**config.mk**
```make
export PLATFORM = sky130hd
export DESIGN_NAME = stopwatch_ctrl
export DESIGN_NICKNAME = d
export VERILOG_FILES = /design/src/rtl/stopwatch_ctrl.sv
export SDC_FILE = /design/constraint.sdc
export NUM_CORES = 1
export LEC_CHECK = 0
export CAP_MARGIN = 0
export CORE_MARGIN = 3
export CORE_UTILIZATION = 28
export CTS_CLUSTER_DIAMETER = 80
export DETAILED_ROUTE_END_ITERATION = 6
export SLEW_MARGIN = 20
export SYNTH_ARGS = -nofsm -noshare
export SYNTH_HDL_FRONTEND = slang
export SYNTH_SLANG_ARGS = --single-unit
```
**constraint.sdc**
```tcl
create_clock -name sys_clk -period 2.6 [get_ports sys_clk]
set_input_delay 0.52 -clock sys_clk [delete_from_list [all_inputs] [get_ports sys_clk]]
set_output_delay 0.52 -clock sys_clk [all_outputs]
set_load 0.01 [all_outputs]
```
**src/rtl/stopwatch_ctrl.sv**
```systemverilog
// Stopwatch control: run/pause/lap/clear FSM and a six-digit
// MM:SS.cc BCD counter advanced by base_tick rising edges.
module stopwatch_ctrl #(
  parameter int MIN_LIMIT = 59
) (
  input  logic        sys_clk,
  input  logic        reset_n,
  input  logic        base_tick,
  input  logic        start_stop,
  input  logic        lap,
  input  logic        clear,
  output logic        timer_enb,
  output logic [23:0] disp_bcd,
  output logic        running,
  output logic        lap_active,
  output logic        rollover
);

  typedef enum logic [1:0] {
    S_IDLE,
    S_RUN,
    S_LAP,
    S_PAUSE
  } state_e;

  localparam logic [3:0] MIN_T_MAX = 4'(MIN_LIMIT / 10);
  localparam logic [3:0] MIN_U_MAX = 4'(MIN_LIMIT % 10);
  localparam logic [23:0] LIVE_MAX =
    {MIN_T_MAX, MIN_U_MAX, 16'h5999};
  // Value at which each digit wraps and carries onward.
  localparam logic [23:0] DIGIT_MAX = 24'h995999;

  state_e      state_q, state_d;
  logic        tick_q;
  logic [23:0] live_q, live_d;
  logic [23:0] lap_q, lap_d;
  logic        rollover_q, rollover_d;
  logic        run_q, run_d;
  logic        lapa_q, lapa_d;
  logic        tick;
  logic        counting;
  logic        carry;

  assign tick     = base_tick & ~tick_q;
  assign counting = (state_q == S_RUN) || (state_q == S_LAP);

  always_comb begin
    state_d = state_q;
    if (clear) begin
      state_d = S_IDLE;
    end else if (start_stop) begin
      unique case (state_q)
        S_IDLE:  state_d = S_RUN;
        S_RUN:   state_d = S_PAUSE;
        S_LAP:   state_d = S_PAUSE;
        S_PAUSE: state_d = S_RUN;
        default: state_d = S_IDLE;
      endcase
    end else if (lap) begin
      unique case (state_q)
        S_RUN:   state_d = S_LAP;
        S_LAP:   state_d = S_RUN;
        default: state_d = state_q;
      endcase
    end
    run_d  = (state_d == S_RUN) || (state_d == S_LAP);
    lapa_d = (state_d == S_LAP);
  end

  always_comb begin
    live_d     = live_q;
    lap_d      = lap_q;
    rollover_d = 1'b0;
    carry      = 1'b1;
    if (clear) begin
      live_d = '0;
      lap_d  = '0;
    end else begin
      // Snapshot uses the pre-increment live value.
      if (state_q == S_RUN && state_d == S_LAP)
        lap_d = live_q;
      if (tick && counting) begin
        if (live_q == LIVE_MAX) begin
          live_d     = '0;
          rollover_d = 1'b1;
        end else begin
          for (int i = 0; i < 6; i++) begin
            if (carry) begin
              if (live_q[4*i +: 4] == DIGIT_MAX[4*i +: 4]) begin
                live_d[4*i +: 4] = 4'd0;
              end else begin
                live_d[4*i +: 4] = live_q[4*i +: 4] + 4'd1;
                carry = 1'b0;
              end
            end
          end
        end
      end
    end
  end

  always_ff @(posedge sys_clk or negedge reset_n) begin
    if (!reset_n) begin
      state_q    <= S_IDLE;
      tick_q     <= 1'b0;
      live_q     <= '0;
      lap_q      <= '0;
      rollover_q <= 1'b0;
      run_q      <= 1'b0;
      lapa_q     <= 1'b0;
    end else begin
      state_q    <= state_d;
      tick_q     <= base_tick;
      live_q     <= live_d;
      lap_q      <= lap_d;
      rollover_q <= rollover_d;
      run_q      <= run_d;
      lapa_q     <= lapa_d;
    end
  end

  assign timer_enb  = run_q;
  assign running    = run_q;
  assign lap_active = lapa_q;
  assign rollover   = rollover_q;
  assign disp_bcd   = lapa_q ? lap_q : live_q;

endmodule

```
==> impl_summary.md <==
Placement
The post-detailed-placement half-perimeter wirelength is 4610 um. The weighted congestion reported at the end of routability-driven placement is 0.780. Buffers placed on the I/O ports in this run total 33.

GRT
The global routing stage identified its most utilized layer as met2. The initial antenna violation count is 0. The number of global-route vias before repair is roughly 2200.

Entering global routing, the biggest net connects 25 pins. The overall track demand over capacity in global routing is 11.8%. For met2 alone, demand over resource in global routing was 18.7%. Global routing used 16.3% of the available met1 tracks. The first global-routing pass estimated around 11000 um of wire. The total overflow reported by the global router is 0. Global routing consumed, on the met3 layer, approximately 2.5% of the routing resources.

Clock network
The later-pin clock latency in the skew report is roughly 0.33 ns. The H-tree depth reported by CTS is 2. Post-CTS timing repair inserted 0 buffers for setup. The number of clock buffers added by TritonCTS is 5. Clock-pin slew was measured on the worst setup and hold paths at 0.12 ns. Buffers inserted to repair hold after CTS numbered 0. TritonCTS built the clock tree.

The number of sinks driven by the clock tree is 54. Clock tree synthesis selected as its root buffer the cell sky130_fd_sc_hd__clkbuf_8. The number of instances resized during post-cts repair is 0.

The number of buffers between clock root and the deepest sink is 2.

Cells and area
The fraction of final layout cells sized beyond drive strength 1 is 15.0%. 0 antenna diodes ended up in the layout. From synthesis to final layout, the design area changed by 22.4%.

The number of nets at the end of the flow is between 300 and 400. For this run, the share of the core covered by cells in the final layout is 35.5%.

Timing
Setup repair after global routing left no endpoint under its margin. The hold violation total from the final report came to 0. The max-slew violation total from the final report is 0.

Setup violations remaining at the end of the flow were counted as 0. The shortest period the worst path allows is 2.51 ns. The post-route fraction of the period consumed by the critical path is a little over nine tenths. In the final timing run, aggregate negative setup slack is 0 ns. The worst-case clock skew is 0.0207 ns.

Based on the critical path, the design can be clocked at up to 399 MHz. The worst pin sits at a relative slew slack of 63.9%. The worst-margin pin slew is 0.541 ns.

Route
The via-per-instance ratio is about 5. In this run the remaining antenna-violating nets after routing total 0. The number of remaining DRC errors is 0. The count of TritonRoute iterations in the first routing pass is 4. The total length of routed wires is 6510 um. The routed length per placed instance is 14.6 um. The routed layout has around 2200 vias. The initial detailed-routing violation count is 118.

Floorplan
For this configuration, the core starts out at a cell density of between 20 and 30%. 34 I/O pins were placed. The die area is ~0.011 mm2.

The total number of placement rows is 36. The die is between 100 and 150 um tall. The region available for standard cell placement spans 0.00986 mm2.

The overall die width is 107 um.

Logic synthesis
After synthesis, the largest area contributor takes up approximately 47% of total cell area. The most common cell in the netlist is sky130_fd_sc_hd__dfrtp_1. The count of yosys warnings during synthesis is 0. Ranked by total cell area, the synthesized netlist is headed by sky130_fd_sc_hd__dfrtp_1 (47%), sky130_fd_sc_hd__a22o_1 (7.3%), sky130_fd_sc_hd__mux2_2 (6.7%).

The share of flip-flops with an asynchronous set or reset after synthesis is between 90% and 100%. The commonest cells after synthesis are sky130_fd_sc_hd__dfrtp_1 (54), sky130_fd_sc_hd__a22o_1 (24), sky130_fd_sc_hd__nand2_1 (23). In this run the cell area of the synthesized design comes to 0.00286 mm2. The net count after synthesis is 295. The library cell occupying the most area in the post-synthesis netlist is sky130_fd_sc_hd__dfrtp_1. Synthesis inferred between 50 and 60 register bits.

Counting distinct cell types in the post-synthesis netlist gives 41. The primary flip-flop cell chosen by synthesis mapping is sky130_fd_sc_hd__dfrtp_1. The cell count after synthesis is between 200 and 300.

In this run, synthesis inferred 0 flip-flops with an integrated enable. The post-synthesis area per instance is 10.4 um2. The register area share after synthesis is 47.2%.

Power
VDD sags by at most 0.000219 V. The combinational cell fraction of total power is about 8.5%. In this run, the clock network consumes 34.8% of the power. The total power divided by cell area is roughly 430 mW/mm2.

The switching fraction of total power is 25.9%. The internal power of the cells is 1.12 mW. The net switching power of the design is between 0.3 and 0.4 mW. The part of the total power dissipated in sequential elements is 56.7%.

The reported leakage power is 1.50 nW.

Setup path
The data required time at the worst endpoint is 2.08 ns. The critical path is of the reg2out type. The worst setup slack for register-to-register paths is 0.50 ns. The startpoint type of the worst setup path is a register. The signal on the critical path passes through buf_4, mux2_2, clkdlybuf4s50_1. The data arrival at the endpoint of the critical path is 1.99 ns. The maximum net fanout on the critical path is 9. The largest stage delay on the critical path is 0.60 ns. The category of the worst setup path capture point is an output port. The slowest stage of the critical path is the sky130_fd_sc_hd__dfrtp_1 cell.

Flow run
The tool flagged a number of max-cap violations equal to 0.

Run status
The flow ran to the end, and the final reports show no timing, DRC or antenna violations.

Hold path
The type of the tightest min-delay check is in2async.
-- final timing paths --
| path | cells past startpoint | endpoint | from |
|---|---|---|---|
| max in group asynchronous | 2 | live_q[23] | reset_n |
| worst max-delay path | 3 | disp_bcd[8] | lap_active |
| worst min register to register | 1 | lap_q[15] | lap_q[15] |
| worst max register to register | 5 | live_q[19] | state_q[0] |
| min in group sys_clk | 1 | lap_q[15] | lap_q[15] |
| worst min-delay path | 1 | live_q[18] | reset_n |
-- sequential cells by signal (all words and copies together) (netlist names) --
name        count
running         1
state_q         2
tick_q          1
rollover        1
live_q         24
lap_active      1
lap_q          24
-- power by group through the flow --
stage,sequential (mW),clock (mW),combinational [mW]
4_1_cts,0.858,0.540,0.132
6_report,0.858,0.528,0.129
2_1_floorplan,0.872,0,0.0612
5_1_grt,0.860,0.572,0.143
3_3_place_gp,0.874,0,0.130
3_5_place_dp,0.875,0,0.131
-- per-stage QoR --
step | instance area, um2 | hold WS (ns) | setup slack (ns) | cells | power (mW)
final | 3500 | 0.158 | 0.0925 | 446 | 1.51
after global routing | 3500 | 0.202 | 0.0285 | 446 | 1.57
after CTS | 3500 | 0.182 | 0.0647 | 446 | 1.53
after detailed placement | 3400 | 0.485 | 0.213 | 438 | 1.01
after global placement | 3400 | 0.481 | 0.229 | 438 | 1.00
after floorplan | 2860 | 0.224 | 0.546 | 275 | 0.934
-- logic make-up after synthesis --
| group | after synthesis | share of synthesized area (%) |
|---|---|---|
| AOI/OAI and AO/OA | 71 | 17.1 |
| adders and majority gates | 14 | 6.12 |
| buffers and inverters | 27 | 4.20 |
| DFF | 54 | 47.2 |
| muxes | 19 | 7.39 |
| and+or+nand+nor | 90 | 18.0 |
-- per-layer routing --
layer  up-vias  part of all wire (%)
li1       1082                     -
met1      1107                    49
met2        39                    46
met3         7                   4.3
met4         0                   1.2
met5         -                     0
-- layout make-up --
cell class                      count  area [um2]
Timing Repair Buffer               47         455
Tap cell                          133         166
Clock buffer                        6        82.6
Sequential cell                    54        1350
Multi-Input combinational cell    194        1390
Inverter                           10        37.5
Clock inverter                      2        16.3
Fill cell                        1001        6360
-- placed cells by master, fill, tap and decap left out, types with 2 or more instances in the layout --
cell type / n
sky130_fd_sc_hd__mux2i_1: 2
sky130_fd_sc_hd__o22ai_1: 2
sky130_fd_sc_hd__ha_1: 14
sky130_fd_sc_hd__or2_2: 2
sky130_fd_sc_hd__inv_1: 10
sky130_fd_sc_hd__nand2b_1: 2
sky130_fd_sc_hd__nor3_1: 6
sky130_fd_sc_hd__nand3b_1: 6
sky130_fd_sc_hd__buf_12: 2
sky130_fd_sc_hd__buf_4: 12
sky130_fd_sc_hd__dfrtp_1: 54
sky130_fd_sc_hd__nor2_1: 16
sky130_fd_sc_hd__mux2_2: 17
sky130_fd_sc_hd__a211oi_1: 2
sky130_fd_sc_hd__nand4_1: 3
sky130_fd_sc_hd__o32ai_1: 2
sky130_fd_sc_hd__or4_1: 6
sky130_fd_sc_hd__nand3_1: 6
sky130_fd_sc_hd__nand2_1: 23
sky130_fd_sc_hd__a21oi_1: 17
sky130_fd_sc_hd__nor4_1: 2
sky130_fd_sc_hd__clkbuf_8: 6
sky130_fd_sc_hd__o21ai_0: 13
sky130_fd_sc_hd__o31ai_1: 2
sky130_fd_sc_hd__and3b_1: 5
sky130_fd_sc_hd__a31oi_1: 2
sky130_fd_sc_hd__clkdlybuf4s50_1: 32
sky130_fd_sc_hd__a22o_1: 24
sky130_fd_sc_hd__or3_1: 7
-- critical path, delay by kind of cell, from the launching register on --
kind,cells,cell delay [ns]
flip-flops,1,0.60
buffers and inverters,2,0.72
multiplexers,1,0.35
(Power assumes the default switching activity.)
